===== src/rtl/multicycle_controller.sv =====
// Control FSM for the multicycle RV32I datapath. It steps each instruction through
// fetch/decode/execute/memory/writeback and derives every strobe and select from the current state.
module multicycle_controller (
    input  logic       clk,
    input  logic       reset,
    input  logic [6:0] op,
    input  logic [2:0] funct3,
    input  logic       funct7b5,
    input  logic       zero,
    output logic [1:0] immsrc,
    output logic [1:0] alusrca,
    output logic [1:0] alusrcb,
    output logic [1:0] resultsrc,
    output logic       adrsrc,
    output logic [2:0] alucontrol,
    output logic       irwrite,
    output logic       pcwrite,
    output logic       regwrite,
    output logic       memwrite,
    output logic [3:0] state
);

    localparam logic [3:0] FETCH    = 4'd0;
    localparam logic [3:0] DECODE   = 4'd1;
    localparam logic [3:0] MEMADR   = 4'd2;
    localparam logic [3:0] MEMREAD  = 4'd3;
    localparam logic [3:0] MEMWB    = 4'd4;
    localparam logic [3:0] MEMWRITE = 4'd5;
    localparam logic [3:0] EXECUTER = 4'd6;
    localparam logic [3:0] EXECUTEI = 4'd7;
    localparam logic [3:0] ALUWB    = 4'd8;
    localparam logic [3:0] BEQ      = 4'd9;
    localparam logic [3:0] JAL      = 4'd10;

    localparam logic [6:0] OP_LW    = 7'b0000011;
    localparam logic [6:0] OP_SW    = 7'b0100011;
    localparam logic [6:0] OP_RTYPE = 7'b0110011;
    localparam logic [6:0] OP_ITYPE = 7'b0010011;
    localparam logic [6:0] OP_BEQ   = 7'b1100011;
    localparam logic [6:0] OP_JAL   = 7'b1101111;

    logic [3:0] state_q, state_d;
    logic [1:0] aluop;
    logic       branch;
    logic       pcupdate;

    always_ff @(posedge clk or posedge reset) begin
        if (reset) state_q <= FETCH;
        else       state_q <= state_d;
    end

    always_comb begin
        state_d = FETCH;
        case (state_q)
            FETCH:    state_d = DECODE;
            DECODE: begin
                case (op)
                    OP_LW, OP_SW: state_d = MEMADR;
                    OP_RTYPE:     state_d = EXECUTER;
                    OP_ITYPE:     state_d = EXECUTEI;
                    OP_BEQ:       state_d = BEQ;
                    OP_JAL:       state_d = JAL;
                    default:      state_d = FETCH;
                endcase
            end
            MEMADR:   state_d = (op == OP_LW) ? MEMREAD : MEMWRITE;
            MEMREAD:  state_d = MEMWB;
            EXECUTER: state_d = ALUWB;
            EXECUTEI: state_d = ALUWB;
            JAL:      state_d = ALUWB;
            default:  state_d = FETCH;
        endcase
    end

    always_comb begin
        alusrca   = 2'b00;
        alusrcb   = 2'b00;
        resultsrc = 2'b00;
        adrsrc    = 1'b0;
        aluop     = 2'b00;
        irwrite   = 1'b0;
        regwrite  = 1'b0;
        memwrite  = 1'b0;
        branch    = 1'b0;
        pcupdate  = 1'b0;
        case (state_q)
            FETCH: begin
                irwrite   = 1'b1;
                alusrcb   = 2'b10;
                resultsrc = 2'b10;
                pcupdate  = 1'b1;
            end
            DECODE: begin
                alusrca = 2'b01;
                alusrcb = 2'b01;
            end
            MEMADR: begin
                alusrca = 2'b10;
                alusrcb = 2'b01;
            end
            MEMREAD:  adrsrc = 1'b1;
            MEMWB: begin
                resultsrc = 2'b01;
                regwrite  = 1'b1;
            end
            MEMWRITE: begin
                adrsrc   = 1'b1;
                memwrite = 1'b1;
            end
            EXECUTER: begin
                alusrca = 2'b10;
                aluop   = 2'b10;
            end
            EXECUTEI: begin
                alusrca = 2'b10;
                alusrcb = 2'b01;
                aluop   = 2'b10;
            end
            ALUWB:    regwrite = 1'b1;
            BEQ: begin
                alusrca = 2'b10;
                aluop   = 2'b01;
                branch  = 1'b1;
            end
            JAL: begin
                alusrca  = 2'b01;
                alusrcb  = 2'b10;
                pcupdate = 1'b1;
            end
            default: ;
        endcase
    end

    // Only R-type (op[5] set) with funct7b5 subtracts; addi shares funct3=000 but must add.
    always_comb begin
        alucontrol = 3'b000;
        case (aluop)
            2'b01: alucontrol = 3'b001;
            2'b10: begin
                case (funct3)
                    3'b000:  alucontrol = (op[5] & funct7b5) ? 3'b001 : 3'b000;
                    3'b010:  alucontrol = 3'b101;
                    3'b110:  alucontrol = 3'b011;
                    3'b111:  alucontrol = 3'b010;
                    default: alucontrol = 3'b000;
                endcase
            end
            default: alucontrol = 3'b000;
        endcase
    end

    always_comb begin
        case (op)
            OP_SW:   immsrc = 2'b01;
            OP_BEQ:  immsrc = 2'b10;
            OP_JAL:  immsrc = 2'b11;
            default: immsrc = 2'b00;
        endcase
    end

    assign pcwrite = pcupdate | (branch & zero);
    assign state   = state_q;

endmodule


===== config.mk =====
export PLATFORM = sky130hd
export DESIGN_NAME = multicycle_controller
export DESIGN_NICKNAME = d
export VERILOG_FILES = /design/src/rtl/multicycle_controller.sv
export SDC_FILE = /design/constraint.sdc
export NUM_CORES = 1
export LEC_CHECK = 0
export ABC_AREA = 1
export CAP_MARGIN = 30
export CORE_MARGIN = 1
export CORE_UTILIZATION = 30
export CTS_CLUSTER_DIAMETER = 50
export DETAILED_ROUTE_END_ITERATION = 7
export GPL_TIMING_DRIVEN = 0
export PLACE_DENSITY_LB_ADDON = 0.25
export SYNTH_ARGS = -nofsm -noshare
export SYNTH_HDL_FRONTEND = slang
export SYNTH_SLANG_ARGS = --single-unit
export TNS_END_PERCENT = 30

===== constraint.sdc =====
create_clock -name clk -period 2.45 [get_ports clk]
set_clock_uncertainty 0.2 [all_clocks]
set_input_delay 0.49 -clock clk [delete_from_list [all_inputs] [get_ports clk]]
set_output_delay 0.49 -clock clk [all_outputs]
set_load 0.005 [all_outputs]

### After elaboration in Yosys (flattened, before gate mapping)

Index checks and enable logic that the tools add are counted.

| storage, ports and cells | value |
|---|---|
| bits in registers | 4 |
| bits of input ports | 14 |
| output and inout bits | 20 |
| logic and storage cells | 53 |

| cells by class | value |
|---|---|
| equality and inequality tests | 21 |
| muxes and demuxes | 17 |
| bitwise operators | 3 |
| reduce and logical (&&, ||, !) cells | 11 |

Operators with widths:

| operator | count |
|---|---|
| 4-bit case mux with 5 select lines | 2 |
| 4-bit by 3-bit == test with 1-bit output, second input constant | 4 |
| 2-bit case mux with 2 select lines | 4 |
| 7-bit by 6-bit == test with 1-bit output, second input constant | 2 |
| 7-bit == test, second input constant | 2 |
| 4-bit == test, second input constant | 3 |
| 3-bit case mux with 4 select lines | 1 |
| 2-bit OR reduction | 6 |
| 4-bit by 2-bit == test with 1-bit output, second input constant | 2 |
| 7-bit by 2-bit == test with 1-bit output, second input constant | 1 |
| 7-bit by 5-bit == test with 1-bit output, second input constant | 1 |
| 1-bit two-way mux | 7 |
| 3-bit == test, second input constant | 2 |
| 2-bit case mux with 3 select lines | 1 |
| 3-bit case mux with 2 select lines | 1 |
| 3-bit OR reduction | 2 |
| 4-bit by 1-bit == test with 1-bit output, second input constant | 1 |
| 4-bit logical NOT | 1 |
| 4-bit OR reduction | 1 |
| 3-bit by 2-bit == test with 1-bit output, second input constant | 1 |
| 3-bit logical NOT | 1 |
| 3-bit two-way mux | 1 |
| 1-bit AND | 2 |
| 2-bit by 1-bit == test with 1-bit output, second input constant | 1 |
| other kinds (2) | 2 |

### Longest topological paths before layout

| logic depth | value |
|---|---|
| depth after elaboration | 5 |
| depth in mapped cells | 8 |
| depth with buffers taken out | 8 |

### Worst setup path before layout

Ideal clock, no wire load.

| path | value |
|---|---|
| path kind | reg2out |
| from | register state_q[0], in the netlist state[0] |
| to | output alucontrol[2] |
| data arrival time | 1363 ps |
| data required time | 1760 ps |
| setup slack | 397 ps |
| stages on the path, launching flop included | 8 |
| cell sequence | dfrtp_1 inv_1 nor2_1 nand2_1 ha_1 inv_1 nand3_1 nor3_1 |

| on the way | value |
|---|---|
| cells in the longest elaborated chain, start to end | 5 |
| elaborated cells on any way between the ends | 8 |

RTL lines:

| what | RTL line | text |
|---|---|---|
| start, declared | 42 | `logic [3:0] state_q, state_d;` |
| start signal, assigned | 49 | `else state_q <= state_d;` |
| 4-bit by 3-bit == test with 1-bit output | 86 | `case (state_q)` |
| 2-bit OR reduction (no line) | n/a |  |
| 2-bit case mux with 2 select lines (*) | 86 |  |
| 2-bit == test / 2-bit by 1-bit == test with 1-bit output (equally long branches) | 137 | `case (aluop)` |
| 3-bit case mux with 2 select lines (*) | 137 |  |
| end, declared | 15 | `output logic [2:0] alucontrol,` |

Every way passes the cells marked *; elsewhere a longest branch is shown, timed or not.

### Worst setup path after layout

| path | value |
|---|---|
| from | register state_q[2], in the netlist state[2] |
| to | output regwrite |

| on the way | value |
|---|---|
| cells in the longest elaborated chain, start to end | 3 |
| elaborated cells on any way between the ends | 4 |

RTL lines:

| what | RTL line | text |
|---|---|---|
| 4-bit == test / 4-bit by 3-bit == test with 1-bit output (equally long branches) | 86 |  |
| 2-bit OR reduction (no line) (*) | n/a |  |
| 1-bit two-way mux (*) | 86 |  |
| end, declared | 18 | `output logic regwrite,` |

Marked as above.

==> flow_summary.yaml <==
status:
  status: "completed"
global_route:
  grt_max_degree: 7
  grt_pass1_wl_mm: 2.594
  grt_use_total: 0.1806
  overflow: 0
  grt_pass1_vias: 656
  antenna_found_initial: 0
logic_synthesis:
  syn_inst: 97
  yosysSeqAreaShare: 0.1990
  synth-seq-cells: 4
  ys_types: 13
  syn_area_um2: 503.0
  ys_warn_count: 0
  synth.avg_cell_area_um2: 5.185
  syn-num-nets: 113
finish:
  largest_reg_flops: 4
  nets: 159
  drive_gt1_frac: 0.2553
  layout_commonest_cell: "nand2_1"
  final_cell_mix: "27 x nand2_1, 24 x clkdlybuf4s50_1, 20 x inv_1"
  syn_to_final_growth_pct: 98.51
  layout.cells.non_filler: 157
  diodes: 0
  final_area_um2: 998.5
floorplan:
  rows: 14
  die_x_um: 42.95
  core_um2: 1541
  start_util: 0.3263
  dieArea_um2: 1844
  dieHeight_um: 42.95
  ios: 34
drt:
  post_drt_via_cell_ratio: 4.605
  postRouteAntennaNets: 0
  wirelength_mm: 1.600
  num_vias: 723
  routedWlPerCell_um: 10.19
  dr.pass1.iters: 4
  drc: 0
  drt_iter0_drc: 17
sta:
  setup_viol: 0
  tns_ps: 0
  worst_pin_slew_ps: 174.0
  setup_ws_ps: 20.94
  max_clock_freq_mhz: 411.7
  post-route-period-util: 0.9915
  slew_viol_final: 0
  rsz0062_at_grt: "true"
  post-route-min-period_ps: 2429
  finalHoldViolations: 0
  relSlewSlack: 0.8828
clock_tree:
  insertion_delay_ps: 230
  htreeDepth: 1
  clkSlewWorstSetupHoldPaths_ps: 40
  cts_root_buf: "clkbuf_4"
  cts.sinks: 4
  cts.path.max_buffers: 2
  cts_inserted_buffers: 3
  cts_tree: "yes"
  cts_hold_buf: 0
worst_setup_path:
  startpoint_type: "flop"
  reg2reg_setup_slack_ps: 1140
  crit_type: "flop to output port"
  required_ps: 1760
  worst-path-max-fanout: 2
  cp.arrival_ps: 1740
  cp-end-kind: "output port"
hold_path:
  hp-class: "input port to asynchronous set/reset pin"
placed_design:
  place_inst: 146
  dpl.hpwl_mm: 1.114
  finalWeightedCongestion: 0.7944
  pre_cts_slack_ps: -278.5
  place_area_um2: 853.3
  port_buffers: 33
pwr:
  p_per_area_nw_per_um2: 484.8
  total_power_mw: 0.4841
  leakagePower_nw: 0.5622
  ir_drop_mv: 0.2989
run:
  cap_violations: 0
==> power by group <==
part	internal (mW)	switching, mW	leakage [nW]
logic	0.176	0.146	0.498
registers	0.0767	0.00718	0.0504
clock network	0.0546	0.0238	0.0138
total	0.308	0.177	0.562
==> kinds of logic after synthesis <==
group / after synthesis / share of synthesized area
AND/OR/NAND/NOR: 61 / 0.5099
AO/OA/AOI/OAI: 5 / 0.05471
buffers and inverters: 25 / 0.1866
flip-flops: 4 / 0.1990
adder cells (fa/ha/maj): 2 / 0.04974
==> metal layers <==
metal,GRT usage,up-vias,part of all wire
met5,0,-,0
met4,0.04242,0,0.0088
li1,-,380,-
met1,0.2021,314,0.42
met2,0.3242,27,0.52
met3,0.06383,2,0.054
==> synthesized netlist by cell type, drive strengths merged <==
library cell | n | share of area
nand3 | 13 | 0.13
a21oi | 3 | 0.030
nor2 | 17 | 0.14
dfrtp | 4 | 0.20
nor3 | 1 | 0.0099
nand2 | 29 | 0.22
nand4 | 1 | 0.012
o21ai | 1 | 0.0099
o211ai | 1 | 0.015
ha | 2 | 0.050
inv | 25 | 0.19
==> metrics by stage <==
step	hold WS, ps	utilization
5_1_grt	250.7	0.6477
4_1_cts	239.9	0.6226
6_report	241.5	0.6477
2_1_floorplan	56.08	-
3_5_place_dp	438.2	0.5536
3_3_place_gp	432.8	0.5536
==> critical path: stages (launching register included) <==
cell           delay (ps)
dfrtp_1               390
inv_1                  80
nor2_2                 50
buf_4                 130
buf_4                 120
buf_4                 120
buf_4                 120
buf_4                 120
nor2_1                 80
nor2_1                 40
dlygate4sd2_1         250
==> worst paths after layout <==
| check | from | cells past startpoint | end |
|---|---|---|---|
| min reg2reg | state[0] | 3 | state[0] |
| max | state[2] | 10 | regwrite |
| max in group asynchronous | reset | 2 | state[3] |
| min | reset | 2 | state[0] |
| max reg2reg | state[0] | 6 | state[2] |
| min in group clk | state[0] | 3 | state[0] |
==> area by class of cell <==
cell class                      instances  area, um2
Fill cell                             152      543.0
Multi-Input combinational cell         68      385.4
Timing Repair Buffer                   41      371.6
Sequential cell                         4      102.6
Inverter                               25      96.34
Clock buffer                            3      22.52
Tap cell                               16      20.02
==> repair_timing <==
item                                    CTS  global route
gates resized for setup                  26            18
pin swaps                                 3             2
endpoints found under the setup margin    5            11
buffers inserted                          7             1
Note: power is estimated with default switching activity, not from simulation.
